--- src/rtl/total_register_file_if.sv ---
// Write port and scan-result bundle for the 8-entry register file.
// The controller side drives writes; the register file drives Max/Min/Valid.
interface total_register_file_if #(
    parameter int DATA_W = 16,
    parameter int ADDR_W = 3
) ();
    logic              WriteEn;
    logic [ADDR_W-1:0] WriteReg;
    logic [DATA_W-1:0] WriteData;
    logic [DATA_W-1:0] Max;
    logic [DATA_W-1:0] Min;
    logic              Valid;

    modport master (
        output WriteEn,
        output WriteReg,
        output WriteData,
        input  Max,
        input  Min,
        input  Valid
    );

    modport slave (
        input  WriteEn,
        input  WriteReg,
        input  WriteData,
        output Max,
        output Min,
        output Valid
    );
endinterface

--- src/rtl/total_register_file.sv ---
// 8 x 16 register file with one write port and a sequential scanner that
// reports the unsigned max/min of all entries once a full scan completes.
//
// state | meaning
// IDLE  | contents changed (or reset); next idle edge seeds running max/min from reg[0]
// SCAN  | folding reg[idx] into running max/min, one entry per idle edge
// DONE  | Max/Min/Valid reflect current contents; hold until next write or reset
module total_register_file #(
    parameter int DATA_W = 16,
    parameter int ADDR_W = 3
) (
    input  logic                   clk,
    input  logic                   rst_n,
    total_register_file_if.slave   bus
);
    localparam int                DEPTH    = 1 << ADDR_W;
    localparam logic [ADDR_W-1:0] LAST_IDX = ADDR_W'(DEPTH - 1);
    localparam logic [ADDR_W-1:0] ONE_IDX  = ADDR_W'(1);

    typedef enum logic [1:0] {
        IDLE = 2'd0,
        SCAN = 2'd1,
        DONE = 2'd2
    } state_t;

    logic [DATA_W-1:0] regs [DEPTH];

    state_t            state, state_next;
    logic [ADDR_W-1:0] idx, idx_next;
    logic [DATA_W-1:0] run_max, run_max_next;
    logic [DATA_W-1:0] run_min, run_min_next;
    logic [DATA_W-1:0] max_q, max_next;
    logic [DATA_W-1:0] min_q, min_next;
    logic              valid_q, valid_next;

    logic [DATA_W-1:0] cur;
    logic [DATA_W-1:0] larger;
    logic [DATA_W-1:0] smaller;

    always_ff @(posedge clk) begin
        if (!rst_n) begin
            for (int i = 0; i < DEPTH; i++) begin
                regs[i] <= '0;
            end
        end else if (bus.WriteEn) begin
            regs[bus.WriteReg] <= bus.WriteData;
        end
    end

    assign cur     = regs[idx];
    assign larger  = (cur > run_max) ? cur : run_max;
    assign smaller = (cur < run_min) ? cur : run_min;

    always_ff @(posedge clk) begin
        if (!rst_n) begin
            state   <= IDLE;
            idx     <= '0;
            run_max <= '0;
            run_min <= '0;
            max_q   <= '0;
            min_q   <= '0;
            valid_q <= 1'b0;
        end else begin
            state   <= state_next;
            idx     <= idx_next;
            run_max <= run_max_next;
            run_min <= run_min_next;
            max_q   <= max_next;
            min_q   <= min_next;
            valid_q <= valid_next;
        end
    end

    always_comb begin
        state_next   = state;
        idx_next     = idx;
        run_max_next = run_max;
        run_min_next = run_min;
        max_next     = max_q;
        min_next     = min_q;
        valid_next   = valid_q;

        // Any write invalidates the result and restarts from IDLE; Max/Min hold.
        if (bus.WriteEn) begin
            state_next = IDLE;
            idx_next   = '0;
            valid_next = 1'b0;
        end else begin
            case (state)
                IDLE: begin
                    run_max_next = regs[0];
                    run_min_next = regs[0];
                    idx_next     = ONE_IDX;
                    state_next   = SCAN;
                end
                SCAN: begin
                    run_max_next = larger;
                    run_min_next = smaller;
                    idx_next     = idx + ONE_IDX;
                    if (idx == LAST_IDX) begin
                        max_next   = larger;
                        min_next   = smaller;
                        valid_next = 1'b1;
                        state_next = DONE;
                    end
                end
                DONE: begin
                    state_next = DONE;
                end
                default: begin
                    state_next = IDLE;
                    valid_next = 1'b0;
                end
            endcase
        end
    end

    assign bus.Max   = max_q;
    assign bus.Min   = min_q;
    assign bus.Valid = valid_q;
endmodule

--- src/flat_wrapper.sv ---
// flat-port wrapper written by rule: the top's interface ports become plain ports
module total_register_file_flat 
#(
    parameter int DATA_W = 16,
    parameter int ADDR_W = 3
)
  (clk, rst_n, bus_WriteEn, bus_WriteReg, bus_WriteData, bus_Max, bus_Min, bus_Valid);
  total_register_file_if #(.DATA_W(DATA_W), .ADDR_W(ADDR_W)) bus_i ();
  input  logic clk;
  input  logic rst_n;
  input wire logic [$bits(bus_i.WriteEn)-1:0] bus_WriteEn;
  input wire logic [$bits(bus_i.WriteReg)-1:0] bus_WriteReg;
  input wire logic [$bits(bus_i.WriteData)-1:0] bus_WriteData;
  output wire logic [$bits(bus_i.Max)-1:0] bus_Max;
  output wire logic [$bits(bus_i.Min)-1:0] bus_Min;
  output wire logic [$bits(bus_i.Valid)-1:0] bus_Valid;
  assign bus_i.WriteEn = bus_WriteEn;
  assign bus_i.WriteReg = bus_WriteReg;
  assign bus_i.WriteData = bus_WriteData;
  assign bus_Max = bus_i.Max;
  assign bus_Min = bus_i.Min;
  assign bus_Valid = bus_i.Valid;
  total_register_file #(.DATA_W(DATA_W), .ADDR_W(ADDR_W)) u_core (.clk(clk), .rst_n(rst_n), .bus(bus_i));
endmodule
--- config.mk ---
export PLATFORM = sky130hd
export DESIGN_NAME = total_register_file_flat
export DESIGN_NICKNAME = d
export VERILOG_FILES = /design/src/rtl/total_register_file_if.sv /design/src/rtl/total_register_file.sv /design/src/flat_wrapper.sv
export SDC_FILE = /design/constraint.sdc
export NUM_CORES = 1
export LEC_CHECK = 0
export ABC_CLOCK_PERIOD_IN_PS = 3500
export BUFFER_PORTS_ARGS = -buffer_cell sky130_fd_sc_hd__buf_2
export CAP_MARGIN = 10
export CORE_UTILIZATION = 40
export CTS_CLUSTER_DIAMETER = 80
export DETAILED_ROUTE_END_ITERATION = 16
export PLACE_DENSITY = 0.6
export REMOVE_ABC_BUFFERS = 1
export SETUP_SLACK_MARGIN = 0.4
export SYNTH_ARGS = -nofsm -noshare
export SYNTH_HDL_FRONTEND = slang
export SYNTH_SLANG_ARGS = --single-unit
--- constraint.sdc ---
create_clock -name clk -period 3.5 [get_ports clk]
set_input_delay 0.35 -clock clk [delete_from_list [all_inputs] [get_ports clk]]
set_output_delay 0.35 -clock clk [all_outputs]
set_load 0.02 [all_outputs]
==> impl_results.md <==
* Hold wc startpoint: bus_WriteData[9]
* Post-route minimum period at 3.40 ns
* Fill count at between 2000 and 2500
* Share of cells above drive strength 1 at approximately 28%
* Max Fanout on Critical Path at 8
* Fin util at 50.9%
* Finished Cell Area at 12400 µm²
* Top FF cell, synth: edfxtp_1
* DR iter-0 viols at 468
* DR WL/cell at 19.3 µm
* Placeable core area at 24300 µm²
* Rows at 57
* Clk root buf: clkbuf_16
* Vias in the first global route at approximately 6500
* Cell variety after synth at 44
* Port buffer count at 54
* Hold Crit Depth at 2
* Post-CTS Hold Fix Bufs at 0
* Worst Hold Class: input port to flip-flop
* R2r worst-path depth at 13
* Final slew viol count at 0
* HPWL after DPL at approximately 16000 µm
* Yosys warnings at 0
* Register Area at 5310 µm²
* Area grow syn2layout at 24.7%
* CTS Buffer Depth at 3
* Final WL at 24600 µm
* Max Clock Freq at 295 MHz
* Seq cells post-synth at 201
* Relative slew slack at 26.0%
* Placed Instance Area at 10700 µm²
* Reg2reg end: u_core.run_max[5]$_SDFFE_PN0P_
* Reg clk slew, reported paths at roughly 0.060 ns
* # Max-Cap Violations at 0
* Final Hold Fails at 0
* CP required at 3.85 ns
* H-Tree Depth at 1
* Crit path capture type: flip-flop
* Leak at 4.59 nW
* FFs w/ async S/R, synth at 0%
* CP Data Arrival Time at 3.74 ns
* DRC viols at 0
* Post-synthesis cell count at ~840
* Post-synthesis sequential area ratio at between 50% and 60%
* R2R setup slack at 0.10 ns
* Crit start category: flip-flop
* CTS buffer count at 23
* Syn avg cell area at 11.8 µm²
* Largest net degree at the start of global routing at 73
* ANT cells at 0
* Gr ovfl total at 0
* # setup viols final at 0
* RSZ-0062 raised after global routing: yes
* Clock Latency Late Sink at 0.51 ns
* Initial antenna violation count at 0
* GRT Total Usage at 18.9%
* Via count at between 6000 and 7000
* Initial Util at 40.8%
* Pwr dens at 523 nW/µm²
* Final Wtd Congestion at around 0.79
* Mapped Area at between 9000 and 10000 µm²
* First-pass DRT Iterations at 5
* Die Y at roughly 160 µm
* Clock Skew at ~0.014 ns
* Worst-margin pin slew at 1.11 ns
* Outcome: completed
* Worst Path Class, Setup: flip-flop to flip-flop
* Multi-input gate area at about 4700 µm²
* Die ar. at between 20000 and 30000 µm²
* Average via count per standard cell at approximately 5.3
* Die X-Extent at 160 µm
* Post-synth EDFFs at 128
* Worst IR Drop VDD at 0.293 mV
* CTS tree: yes
* First-pass GRT wire length at 37400 µm
* Worst Hold Path EP: u_core.regs[0][9]$_SDFFCE_PN0P_
* Post-route ant nets at 0
* I/O pins at 55
* Clock sinks at 201
* Final net count at 990
* Tcrit/Tclk final at 97.0%
[placed cells by master (no fill, tap or decap), types with 5 or more instances in the layout]
cell type,n
and2_1,128
edfxtp_1,128
dfxtp_1,72
buf_2,54
nand2_1,52
buf_4,44
o21ai_1,39
inv_1,35
mux4_2,32
clkbuf_16,28
ha_1,25
nand4_1,24
nor2_1,23
nand3_1,21
nand2b_1,16
mux2i_4,16
o311ai_0,15
a21boi_0,15
a21oi_1,14
mux2_4,13
o211ai_1,13
mux2i_1,10
ha_4,10
o21ai_0,9
a31oi_1,8
mux2i_2,8
nor2b_1,8
a21bo_2,8
buf_12,8
clkinv_2,7
nor3_1,5
buf_6,5
[report_power, final]
| part | switching [mW] | total [mW] | internal, mW |
|---|---|---|---|
| Clock | 0.972 | 2.39 | 1.42 |
| Sequential | 0.0851 | 2.75 | 2.66 |
| Combinational | 0.657 | 1.33 | 0.674 |
[sequential cells by signal, indices dropped and copies added (netlist names), named ones only]
name              cells
u_core.regs         128
u_core.bus.Max       16
u_core.bus.Min       16
u_core.run_max       16
u_core.run_min       16
u_core.idx            3
u_core.state          2
u_core.bus.Valid      1
[what timing repair did]
| action | in CTS | in global routing |
|---|---|---|
| buffers inserted | 18 | 5 |
| pin swaps | 14 | 26 |
| resized for setup | 83 | 22 |
| cloned | 4 | 4 |
| setup endpoints to repair | 64 | 64 |
[cells in the mapped netlist, drive strengths merged (21+ instances only)]
master / n / area [µm²]
inv: 35 / 131
clkbuf: 39 / 146
ha: 36 / 450
nor2: 23 / 86.3
mux2i: 34 / 340
o21ai: 48 / 240
nand4: 24 / 150
mux4: 32 / 721
edfxtp: 128 / 3840
nand2: 52 / 195
and2: 128 / 801
dfxtp: 73 / 1460
nand3: 21 / 105
[cells by family after synthesis]
family                     count (synthesis)  share of synthesized area (%)
AOI/OAI and AO/OA                        147                           9.95
adders and majority gates                 36                           4.54
buffers and inverters                     87                           3.75
DFF                                      201                           53.4
muxes                                     82                           12.5
and+or+nand+nor                          285                           15.8
[stage by stage]
step / hold slack (ns) / worst slack [ns] / power (mW) / instances / setup TNS [ns]
2_1_floorplan: 0.464 / -5.03 / 3.36 / 786 / -202.20
3_3_place_gp: 0.430 / -0.0601 / 3.67 / 1199 / -0.463
3_5_place_dp: 0.439 / -0.0775 / 3.68 / 1200 / -0.795
4_1_cts: 0.192 / 0.149 / 6.37 / 1263 / 0
5_1_grt: 0.219 / 0.0143 / 6.73 / 1272 / 0
6_report: 0.206 / 0.105 / 6.47 / 1272 / 0
[worst max-delay path, cell delays in order, from the launching register on]
cell	delay [ns]
dfxtp_4	0.40
buf_12	0.13
buf_12	0.14
mux4_2	0.52
mux2_4	0.31
ha_4	0.26
nand4_1	0.18
a211oi_2	0.30
o31ai_2	0.11
a31oi_2	0.20
buf_4	0.16
buf_12	0.16
mux2i_4	0.25
a31oi_1	0.11
[worst max path at each step]
stage,start,endpoint,cells past startpoint
after floorplan,flip-flop,u_core.run_min[0]$_SDFFE_PN0P_,8
after global placement,flip-flop,u_core.run_max[7]$_SDFFE_PN0P_,12
after detailed placement,flip-flop,u_core.run_max[7]$_SDFFE_PN0P_,12
after CTS,flip-flop,u_core.run_min[13]$_SDFFE_PN0P_,15
after global routing,flip-flop,u_core.run_max[5]$_SDFFE_PN0P_,13
final,flip-flop,u_core.run_max[5]$_SDFFE_PN0P_,13
[final cells by class]
class | count | area share [%]
repair buffers | 121 | 8.62
inverters | 35 | 1.06
clock buffers | 25 | 4.71
flip-flops and latches | 201 | 42.9
multi-input cells | 550 | 38.2
clock inverters | 16 | 1.28
well taps | 324 | 3.27
[routing by layer]
layer	vias up	track usage, %	share of wire [%]
li1	3272	-	-
met1	3292	26.2	46
met2	154	30.6	48
met3	37	3.07	4.3
met4	0	5.42	2.6
met5	-	0	0
Note: power is estimated with default switching activity, not from simulation.
